===== config.mk =====
export PLATFORM = sky130hd
export DESIGN_NAME = bist_sequencer
export DESIGN_NICKNAME = d
export VERILOG_FILES = /design/src/rtl/bist_pkg.sv /design/src/rtl/bist_misr.sv /design/src/rtl/bist_sequencer.sv
export SDC_FILE = /design/constraint.sdc
export NUM_CORES = 1
export LEC_CHECK = 0
export ABC_AREA = 0
export CAP_MARGIN = 30
export CORE_MARGIN = 2
export CORE_UTILIZATION = 27
export DETAILED_ROUTE_END_ITERATION = 6
export PLACE_DENSITY = 0.53
export SETUP_SLACK_MARGIN = 0.2
export SLEW_MARGIN = 20
export SYNTH_ARGS = -nofsm -noshare
export SYNTH_HDL_FRONTEND = slang
export SYNTH_HIERARCHICAL = 1
export SYNTH_SLANG_ARGS = --single-unit

===== constraint.sdc =====
create_clock -name clk -period 2.05 [get_ports clk]
set_input_delay 0.41 -clock clk [delete_from_list [all_inputs] [get_ports clk]]
set_output_delay 0.41 -clock clk [all_outputs]
set_load 0.02 [all_outputs]

===== src/rtl/bist_pkg.sv =====
// Shared definitions for the BIST sequencer: FSM state encoding and default MISR polynomial.
package bist_pkg;

  typedef enum logic [1:0] {
    ST_IDLE    = 2'd0,
    ST_SETTLE  = 2'd1,
    ST_CAPTURE = 2'd2,
    ST_DONE    = 2'd3
  } bist_state_t;

  localparam logic [7:0] DEFAULT_POLY = 8'h1D;

endpackage


===== src/rtl/bist_misr.sv =====
// Multiple-input signature register: Galois-style shift with polynomial feedback, XORing in
// the DUT outputs on each enabled edge. Exposes the next value so the caller can compare early.
module bist_misr
  import bist_pkg::*;
#(
  parameter int              SIGW = 8,
  parameter int              NOUT = 2,
  parameter logic [SIGW-1:0] POLY = DEFAULT_POLY
) (
  input  logic            clk,
  input  logic            rst_n,
  input  logic            clear,
  input  logic            enable,
  input  logic [NOUT-1:0] data,
  output logic [SIGW-1:0] signature,
  output logic [SIGW-1:0] next_sig
);

  logic [SIGW-1:0] shifted;
  logic [SIGW-1:0] feedback;

  always_comb begin
    shifted  = {signature[SIGW-2:0], 1'b0};
    feedback = signature[SIGW-1] ? POLY : '0;
    next_sig = shifted ^ feedback ^ SIGW'(data);
  end

  // Clear has priority so a new run always starts from a zero signature.
  always_ff @(posedge clk or negedge rst_n) begin
    if (!rst_n) begin
      signature <= '0;
    end else if (clear) begin
      signature <= '0;
    end else if (enable) begin
      signature <= next_sig;
    end
  end

endmodule


===== src/rtl/bist_sequencer.sv =====
// Exhaustive-pattern BIST controller: walks every input vector through a combinational block,
// holds each for SETTLE cycles, compacts the outputs into a MISR and checks against golden.
module bist_sequencer
  import bist_pkg::*;
#(
  parameter int              NIN    = 3,
  parameter int              NOUT   = 2,
  parameter int              SETTLE = 2,
  parameter int              SIGW   = 8,
  parameter logic [SIGW-1:0] POLY   = DEFAULT_POLY
) (
  input  logic            clk,
  input  logic            rst_n,
  input  logic            start,
  input  logic [SIGW-1:0] golden,
  input  logic [NOUT-1:0] dut_out,
  output logic [NIN-1:0]  dut_in,
  output logic            busy,
  output logic            done,
  output logic            pass,
  output logic [SIGW-1:0] signature
);

  localparam int CNTW = NIN + 1;
  localparam int SCW  = (SETTLE > 1) ? $clog2(SETTLE) : 1;
  localparam logic [CNTW-1:0] LAST_VEC      = CNTW'((1 << NIN) - 1);
  localparam logic [SCW-1:0]  SETTLE_RELOAD = SCW'(SETTLE - 1);

  bist_state_t     state;
  logic [CNTW-1:0] vec_cnt;
  logic [CNTW-1:0] next_cnt;
  logic [SCW-1:0]  settle_cnt;
  logic            misr_clear;
  logic            misr_enable;
  logic [SIGW-1:0] misr_next;

  assign next_cnt    = vec_cnt + CNTW'(1);
  assign misr_clear  = (state == ST_IDLE) && start;
  assign misr_enable = (state == ST_CAPTURE);

  bist_misr #(
    .SIGW (SIGW),
    .NOUT (NOUT),
    .POLY (POLY)
  ) u_misr (
    .clk       (clk),
    .rst_n     (rst_n),
    .clear     (misr_clear),
    .enable    (misr_enable),
    .data      (dut_out),
    .signature (signature),
    .next_sig  (misr_next)
  );

  // busy and done are registered alongside the state so they track it with no decode glitches.
  always_ff @(posedge clk or negedge rst_n) begin
    if (!rst_n) begin
      state      <= ST_IDLE;
      vec_cnt    <= '0;
      settle_cnt <= '0;
      dut_in     <= '0;
      busy       <= 1'b0;
      done       <= 1'b0;
      pass       <= 1'b0;
    end else begin
      done <= 1'b0;
      case (state)
        ST_IDLE: begin
          if (start) begin
            state      <= ST_SETTLE;
            vec_cnt    <= '0;
            dut_in     <= '0;
            settle_cnt <= SETTLE_RELOAD;
            busy       <= 1'b1;
          end
        end
        ST_SETTLE: begin
          if (settle_cnt == '0) begin
            state <= ST_CAPTURE;
          end else begin
            settle_cnt <= settle_cnt - SCW'(1);
          end
        end
        ST_CAPTURE: begin
          // The MISR updates on this same edge, so compare its next value rather than its current one.
          if (vec_cnt == LAST_VEC) begin
            state <= ST_DONE;
            done  <= 1'b1;
            pass  <= (misr_next == golden);
          end else begin
            state      <= ST_SETTLE;
            vec_cnt    <= next_cnt;
            dut_in     <= next_cnt[NIN-1:0];
            settle_cnt <= SETTLE_RELOAD;
          end
        end
        ST_DONE: begin
          state <= ST_IDLE;
          busy  <= 1'b0;
        end
        default: begin
          state <= ST_IDLE;
          busy  <= 1'b0;
        end
      endcase
    end
  end

endmodule


Yosys cells after proc, flatten, opt, wreduce, memory -nomap -nowiden
Index checks and enable logic that the tools add are counted.
{"block": "word_totals", "register_bits": 21, "latchBits": 0, "mem_bits_rw": 0, "rom_bits": 0, "in_bits": 13, "out_inout_bits": 14, "n_memories": 0}
{"block": "classes", "add_sub_neg": 2, "n_mul": 0, "n_div": 0, "magnitude_cmp": 0, "eq_ne": 8, "n_shift": 0, "mux": 20, "bitwise": 2, "reduce_logical": 11}
{"cell": "two-way mux 8 bit", "n": 2}
{"cell": "== test 8 bit", "n": 1}
{"cell": "two-way mux 4 bit", "n": 2}
{"cell": "case mux 2 bit (4 select lines)", "n": 1}
{"cell": "case mux 4 bit (2 select lines)", "n": 1}
{"cell": "bitwise XOR 8 x 2 -> 8 bit", "n": 1}
{"cell": "bitwise XOR 8 bit", "n": 1}
{"cell": "two-way mux 2 bit", "n": 3}
{"cell": "two-way mux 3 bit", "n": 2}
{"cell": "inequality test 2 bit (second input constant)", "n": 3}
{"cell": "case mux 3 bit (2 select lines)", "n": 1}
{"cell": "AND reduction 2 bit", "n": 3}
{"cell": "AND reduction 3 bit", "n": 2}
{"cell": "nonzero test 2 bit", "n": 3}
{"cell": "two-way mux 1 bit", "n": 5}
{"cell": "two-way mux 5 bit", "n": 1}
{"cell": "adder 4 x 1 -> 4 bit (second input constant)", "n": 1}
{"cell": "== test 2 bit (second input constant)", "n": 2}
{"cell": "== test 4 x 3 -> 1 bit (second input constant)", "n": 1}
{"cell": "case mux 1 bit (3 select lines)", "n": 1}
{"cell": "nonzero test 3 bit", "n": 1}
{"cell": "== test 2 x 1 -> 1 bit (second input constant)", "n": 1}
{"cell": "zero test 2 bit", "n": 1}
{"cell": "case mux 1 bit (2 select lines)", "n": 1}
{"cell": "2 further kinds", "n": 2}

Depth between registers and ports, before layout
Gate-level depths: netlist (run 1).
{"block": "depth", "depth_word": 5, "ltp_mapped": 6, "mapped_depth_nobuf": 5}

Modules after synthesis
The synthesis (run 1) kept the hierarchy.
{"module": "bist_sequencer", "n_inst": 1, "cells_per_inst": 58, "area_per_inst_um2": 606.8}
{"module": "bist_misr", "n_inst": 1, "cells_per_inst": 40, "area_per_inst_um2": 430.4}

Least setup slack after synthesis (run 1)
OpenSTA, ideal clock, no wires.
{"block": "synth_path", "path_kind": "reg2reg", "start": "reg u_misr.signature[7]", "end": "reg pass", "t_arrival_ns": 1.321, "required_ns": 1.955, "slack_ns": 0.634, "stages_incl_launch_ff": 7, "synth_period_minus_slack_ns": 1.416, "cell_sequence": "dfrtp_1 -> buf_4 -> xnor2_1 -> inv_1 -> xnor2_1 -> nand4_1 -> o31ai_1"}
{"block": "synth_via", "elab_chain_len": 4}
{"item": "from (decl)", "line": "bist_misr.sv:15", "rtl": "output logic [SIGW-1:0] signature,"}
{"item": "from (signal assigned)", "line": "bist_misr.sv:35", "rtl": "signature <= next_sig;"}
{"item": "two-way mux 5 bit", "line": "bist_misr.sv:24", "rtl": "feedback = signature[SIGW-1] ? POLY : '0;"}
{"item": "bitwise XOR 8 bit", "line": "bist_misr.sv:25", "rtl": "next_sig = shifted ^ feedback ^ SIGW'(data);"}
{"item": "bitwise XOR 8 x 2 -> 8 bit", "line": "bist_misr.sv:25"}
{"item": "via misr_next[0]", "line": "bist_sequencer.sv:35", "rtl": "logic [SIGW-1:0] misr_next;"}
{"item": "== test 8 bit", "line": "bist_sequencer.sv:89", "rtl": "pass <= (misr_next == golden);"}
{"item": "to (signal assigned)", "line": "bist_sequencer.sv:89"}
{"item": "to (decl)", "line": "bist_sequencer.sv:20", "rtl": "output logic pass,"}
The timed path passes the listed nets, and every way through them passes these cells.
A chain may end at the register's enable or synchronous reset.

Final worst setup path (run 1)
{"block": "layout_path", "start": "reg u_misr.signature[7]", "end": "out signature[7]"}
{"item": "to (decl)", "line": "bist_sequencer.sv:21", "rtl": "output logic [SIGW-1:0] signature"}
No word-level cell between the ends.

==> impl_metrics.toml, run 1 <==
[grt]
grt_max_degree = 19
grt_overflow = 0
grt_pass1_wl_um = 3470
antenna_found_initial = 0
grtUsageTotal = 0.103
grt_pass1_vias = 788

[yosys]
synth_edf_count = 0
yosys.area.top_type = "dfrtp_1"
synthCells = 98
ys_async_sr_fraction = 1.00
synth-seq-cells = 18
synth.most_common_cell = "dfrtp_1"
synth_area_mm2 = 0.00104
synth_area_leaders = "dfrtp_1, xnor2_1, a211oi_2"
avgSynthCellArea_um2 = 10.6
synth_top_flop_cell = "dfrtp_1"
syn-num-nets = 112
synthDistinctLibCells = 29
yosys_warnings = 6
ys_top_cells_by_count = "dfrtp_1, xnor2_1, nor2_1, inv_1, buf_4"
yosysSeqAreaShare = 0.434
synth_top_area_frac = 0.434

[setup_path]
path_max_fanout = 6
cp.depth = 1
r2r-end = "dut_in[0]$_DFFE_PN0P_"
endpoint = "signature[7]"
slowest_delay_ps = 630
crit_buf_inv = 1
critPathLaunchType = "flip-flop"
worst_ep_arrival_time_ps = 1340
worst_path_max_delay_cell = "clkdlybuf4s50_1"
path_class = "reg -> out"
worstSetupStartpoint = "u_misr/signature[7]$_DFFE_PN0P_"
critPathTopFamily = "buffers and inverters"
path_cells = "clkdlybuf4s50_1"
r2r-start = "state[1]$_DFFE_PN0P_"
worstPathRequired_ps = 1640
worstRegToRegCells = 3
reg2reg_slack_ps = 580
worst_setup_path_end_kind = "output pin"

[clocking]
clk_pin_slew_ps = 70
htreeDepth = 1
cts_root_buffer = "clkbuf_8"
clk_latency_ps = 250
clock_path_buffers = 2
cts-hold-fix-buffers = 0
cts_made_buffers = 3
cts_num_sinks = 18
cts_tree = "done"

[drt]
postRouteAntennaNets = 0
routed_wl_um = 2010
vias = 728
routedWlPerCell_um = 12.0
viasPerCell = 4.36
dr.pass1.iters = 2
drc_errors = 0
initialDrtViolationCount = 12

[power]
seqPwrFrac = 0.363
leakage_nw = 0.589
power.total_mw = 1.66
p_sw_mw = 0.637
ir_drop_v = 0.000388
switching_share = 0.384
comb_power_share = 0.461
power.internal_mw = 1.02
pwr_density_cell_mw_per_mm2 = 1230
clock_power_share = 0.176

[sta]
worst_slew_pin_slew_ps = 392
final.setup.tns_ps = 0
fin_crit_sh = 0.853
rsz0062_at_grt = "no"
final_hold_viol_count = 0
finalSetupViolations = 0
fin_crit_ps = 1750
fin_skew_ps = 1.09
maxSlewHeadroom = 0.739
final_max_slew_viol_count = 0
clock.fmax_mhz = 572

[place]
hpwl_um = 1540
gp_congestion = 0.753
dp_cells = 163
numPortBuffers = 26

[floorplan]
dieArea_mm2 = 0.00435
coreArea_mm2 = 0.00369
start_util = 0.281
row_count = 22
io_pins = 27
die_height_um = 66.0
die_w_um = 66.0

[flow_run]
drv_cap = 0

[hold_path]
min_delay_path_depth = 1
min_path_type = "reg -> reg"

[finish]
diodes = 0
layout.cells.non_filler = 167
syn_to_final_growth_pct = 29.7
drive_gt1_frac = 0.151
nNetsFinal = 134
fillers = 380

[status]
status = "finished clean"
## sequential cells by signal (all words and copies together) (netlist names)
signal            count
busy                  1
settle_cnt            1
vec_cnt               2
pass                  1
done                  1
u_misr/signature      8
state                 2
dut_in                2
## metal layers
layer  share of wire  vias up  track usage
met4           0.019        0       0.0536
met5               0        -            0
met2            0.48       14        0.177
met1            0.48      342        0.126
met3           0.026        4       0.0102
li1                -      368            -
## power groups by stage
| stage | combinational [mW] | sequential, mW | clock, mW |
|---|---|---|---|
| 6_report | 0.764 | 0.603 | 0.292 |
| 5_1_grt | 0.837 | 0.625 | 0.311 |
| 4_1_cts | 0.774 | 0.604 | 0.304 |
| 3_5_place_dp | 0.770 | 0.612 | 0 |
| 3_3_place_gp | 0.759 | 0.607 | 0 |
| 2_1_floorplan | 0.606 | 0.590 | 0 |
## cell type report
| class | instances | area, um^2 | area share |
|---|---|---|---|
| clock buffer | 4 | 55.1 | 0.0409 |
| inverter | 9 | 33.8 | 0.0251 |
| multi-input combinational | 60 | 469 | 0.349 |
| sequential | 18 | 452 | 0.336 |
| tap | 48 | 60.1 | 0.0447 |
| timing repair buffer | 28 | 275 | 0.205 |
## placed cells by master, fill, tap and decap left out, drive strengths merged
| cell | instances |
|---|---|
| nor2 | 10 |
| a22o | 2 |
| a22oi | 1 |
| dfrtp | 18 |
| o21bai | 3 |
| ha | 1 |
| o21a | 1 |
| inv | 9 |
| nand4 | 3 |
| nand3b | 1 |
| clkbuf | 4 |
| nand2 | 1 |
| mux2 | 2 |
| or2 | 1 |
| xnor2 | 13 |
| mux2i | 3 |
| o21ai | 1 |
| clkdlybuf4s50 | 26 |
| o22ai | 1 |
| nand3 | 1 |
| a211oi | 5 |
| o31ai | 3 |
| buf | 2 |
| a21oi | 3 |
| nor3 | 1 |
| nand2b | 2 |
| and2b | 1 |
## worst register-to-register path, cell delays in order, from the launching register on
cell     delay, ps
dfrtp_1        520
and2b_2        410
o21a_1         180
mux2_2         250
## per-stage QoR
step                      utilization  hold slack (ps)  instance area, um^2  setup WS, ps
after global placement          0.349              459                 1290           289
after floorplan                     -              114                 1040           634
after global routing            0.365              505                 1350           257
after detailed placement        0.349              462                 1290           291
final                           0.365              470                 1350           301
after CTS                       0.365              472                 1350           291
## kinds of logic (layout without fill, tap and decap cells)
logic type / count (synthesis) / in the layout / share of synthesized area
AOI/OAI and AO/OA: 20 / 20 / 0.164
xor gates and xnor gates: 13 / 13 / 0.110
adders and majority gates: 1 / 1 / 0.0121
buffers and inverters: 20 / 41 / 0.113
DFF: 18 / 18 / 0.434
muxes: 5 / 5 / 0.0507
and+or+nand+nor: 21 / 21 / 0.116
## timing repair
action | CTS | global route
gates resized for setup | 1 | 0
endpoints found under the setup margin | 1 | 0
setup buffers | 0 | 0
## worst min-delay path by stage
stage,start,endpoint,slack [ps]
floorplan,rst_n,busy$_DFFE_PN0P_,110
global placement,settle_cnt$_DFFE_PN0P_,state[1]$_DFFE_PN0P_,460
detailed placement,settle_cnt$_DFFE_PN0P_,state[1]$_DFFE_PN0P_,460
CTS,settle_cnt$_DFFE_PN0P_,state[1]$_DFFE_PN0P_,470
global route,settle_cnt$_DFFE_PN0P_,state[1]$_DFFE_PN0P_,510
finish,settle_cnt$_DFFE_PN0P_,state[1]$_DFFE_PN0P_,470
No activity file was read; power rests on OpenSTA's default activity.
==> run 2, diff against run 1 <==
--- a/config.mk
+++ b/config.mk
@@ -7,11 +7,10 @@
 export LEC_CHECK = 0
 export ABC_AREA = 0
 export CAP_MARGIN = 30
-export CORE_MARGIN = 2
-export CORE_UTILIZATION = 27
+export CORE_UTILIZATION = 50
 export DETAILED_ROUTE_END_ITERATION = 6
-export PLACE_DENSITY = 0.53
-export SETUP_SLACK_MARGIN = 0.2
+export PLACE_DENSITY = 0.86
+export SETUP_SLACK_MARGIN = 0.02
 export SLEW_MARGIN = 20
 export SYNTH_ARGS = -nofsm -noshare
 export SYNTH_HDL_FRONTEND = slang
==> impl_metrics.toml, run 2 (synthesized netlist as in run 1, its figures left out) <==
[clocking]
clk_pin_slew_ps = 100
cts_tree = "done"
post_cts_resized = 0
cts_made_buffers = 3
postCtsSetupRepairBufs = 0
cts_root_buffer = "clkbuf_4"
htreeDepth = 1
clk_latency_ps = 290
clock_path_buffers = 2
cts_num_sinks = 18
cts-hold-fix-buffers = 0

[drt]
initialDrtViolationCount = 11
dr.pass1.iters = 4
drc_errors = 0
viasPerCell = 5.14
routed_wl_um = 2060
routedWlPerCell_um = 14.1
vias = 750
postRouteAntennaNets = 0

[setup_path]
worst_ep_arrival_time_ps = 1480
crit_buf_inv = 1
critPathLaunchType = "flip-flop"
slowest_delay_ps = 670
path_cells = "clkdlybuf4s50_1"
path_max_fanout = 6
path_class = "reg -> out"
critPathTopFamily = "buffers and inverters"
reg2reg_slack_ps = 580
worstSetupStartpoint = "u_misr/signature[7]$_DFFE_PN0P_"
r2r-start = "state[1]$_DFFE_PN0P_"
worst_setup_path_end_kind = "output pin"
worst_path_max_delay_cell = "clkdlybuf4s50_1"
worstPathRequired_ps = 1640

[grt]
grt_max_degree = 19
grt_pass1_wl_um = 3050
grt_overflow = 0
antenna_found_initial = 0
grt_pass1_vias = 714
grtUsageTotal = 0.196

[finish]
syn_to_final_growth_pct = 25.2
top_register = "u_misr/signature"
layout_commonest_cell = "clkdlybuf4s50_1"
drive_gt1_frac = 0.143
diodes = 0
mostFrequentLayoutCells = "clkdlybuf4s50_1, dfrtp_1, xnor2_1"
nNetsFinal = 134
largest_reg_flops = 8

[sta]
worst_hold_slack_ps = 431
worst_slew_pin_slew_ps = 376
fin_crit_sh = 0.922
rsz0062_at_grt = "no"
final.setup.tns_ps = 0
fin_skew_ps = 1.50
maxSlewHeadroom = 0.750
clock.fmax_mhz = 529
final_max_slew_viol_count = 0
finalSetupViolations = 0
final_hold_viol_count = 0
fin_crit_ps = 1890

[flow_run]
drv_cap = 0

[floorplan]
die_w_um = 47.5
io_pins = 27
row_count = 16
dieArea_mm2 = 0.00226
start_util = 0.529
coreArea_mm2 = 0.00196
die_height_um = 47.5

[place]
hpwl_um = 1460
gp_congestion = 0.726
numPortBuffers = 26

[status]
status = "finished clean"

[power]
switching_share = 0.400
leakage_nw = 0.583
seqPwrFrac = 0.379
clock_power_share = 0.137
ir_drop_v = 0.000702
power.internal_mw = 0.957
pwr_density_cell_mw_per_mm2 = 1230
comb_power_share = 0.484
p_sw_mw = 0.638

[hold_path]
min_path_type = "in -> async"
## run 2: cell count changes in the layout (fill, tap and decap cells not counted)
cell / before / now
dfrtp_2: 1 / 0
clkbuf_4: 0 / 3
clkbuf_8: 4 / 1
dfrtp_1: 17 / 18
## run 2: worst paths after layout
check / endpoint / cells after the start
max in group asynchronous: u_misr/signature[2]$_DFFE_PN0P_ / 2
worst min-delay path: vec_cnt[3]$_DFFE_PN0P_ / 2
worst max-delay path: signature[7] / 1
worst max register to register: dut_in[0]$_DFFE_PN0P_ / 3
worst min register to register: state[1]$_DFFE_PN0P_ / 1
min in group clk: state[1]$_DFFE_PN0P_ / 1
## run 2: cell type report
class / instances / area [um^2]
fill: 175 / 663
multi-input combinational: 60 / 469
sequential: 18 / 450
timing repair buffer: 28 / 275
clock buffer: 4 / 36.3
inverter: 9 / 33.8
tap: 27 / 33.8
## run 2: stage by stage
stage | instances | setup slack (ps) | util | instance area [um^2] | power [mW]
2_1_floorplan | 98 | 634 | - | 1040 | 1.20
3_3_place_gp | 142 | 364 | 0.643 | 1260 | 1.35
3_5_place_dp | 142 | 340 | 0.643 | 1260 | 1.38
4_1_cts | 146 | 141 | 0.662 | 1300 | 1.60
5_1_grt | 146 | 104 | 0.662 | 1300 | 1.69
6_report | 146 | 160 | 0.662 | 1300 | 1.60
## run 2: per-layer routing
layer	wire, um	track usage	up-vias
li1	-	-	366
met1	911	0.255	363
met2	1040	0.315	19
met3	83	0.0340	2
met4	27	0.100	0
met5	0	0	-
## run 2: power by group through the flow
| stage | Sequential (mW) | Combinational, mW | Clock, mW |
|---|---|---|---|
| 3_3_place_gp | 0.599 | 0.748 | 0 |
| 5_1_grt | 0.621 | 0.837 | 0.236 |
| 2_1_floorplan | 0.590 | 0.606 | 0 |
| 4_1_cts | 0.603 | 0.778 | 0.224 |
| 6_report | 0.604 | 0.772 | 0.218 |
| 3_5_place_dp | 0.609 | 0.770 | 0 |
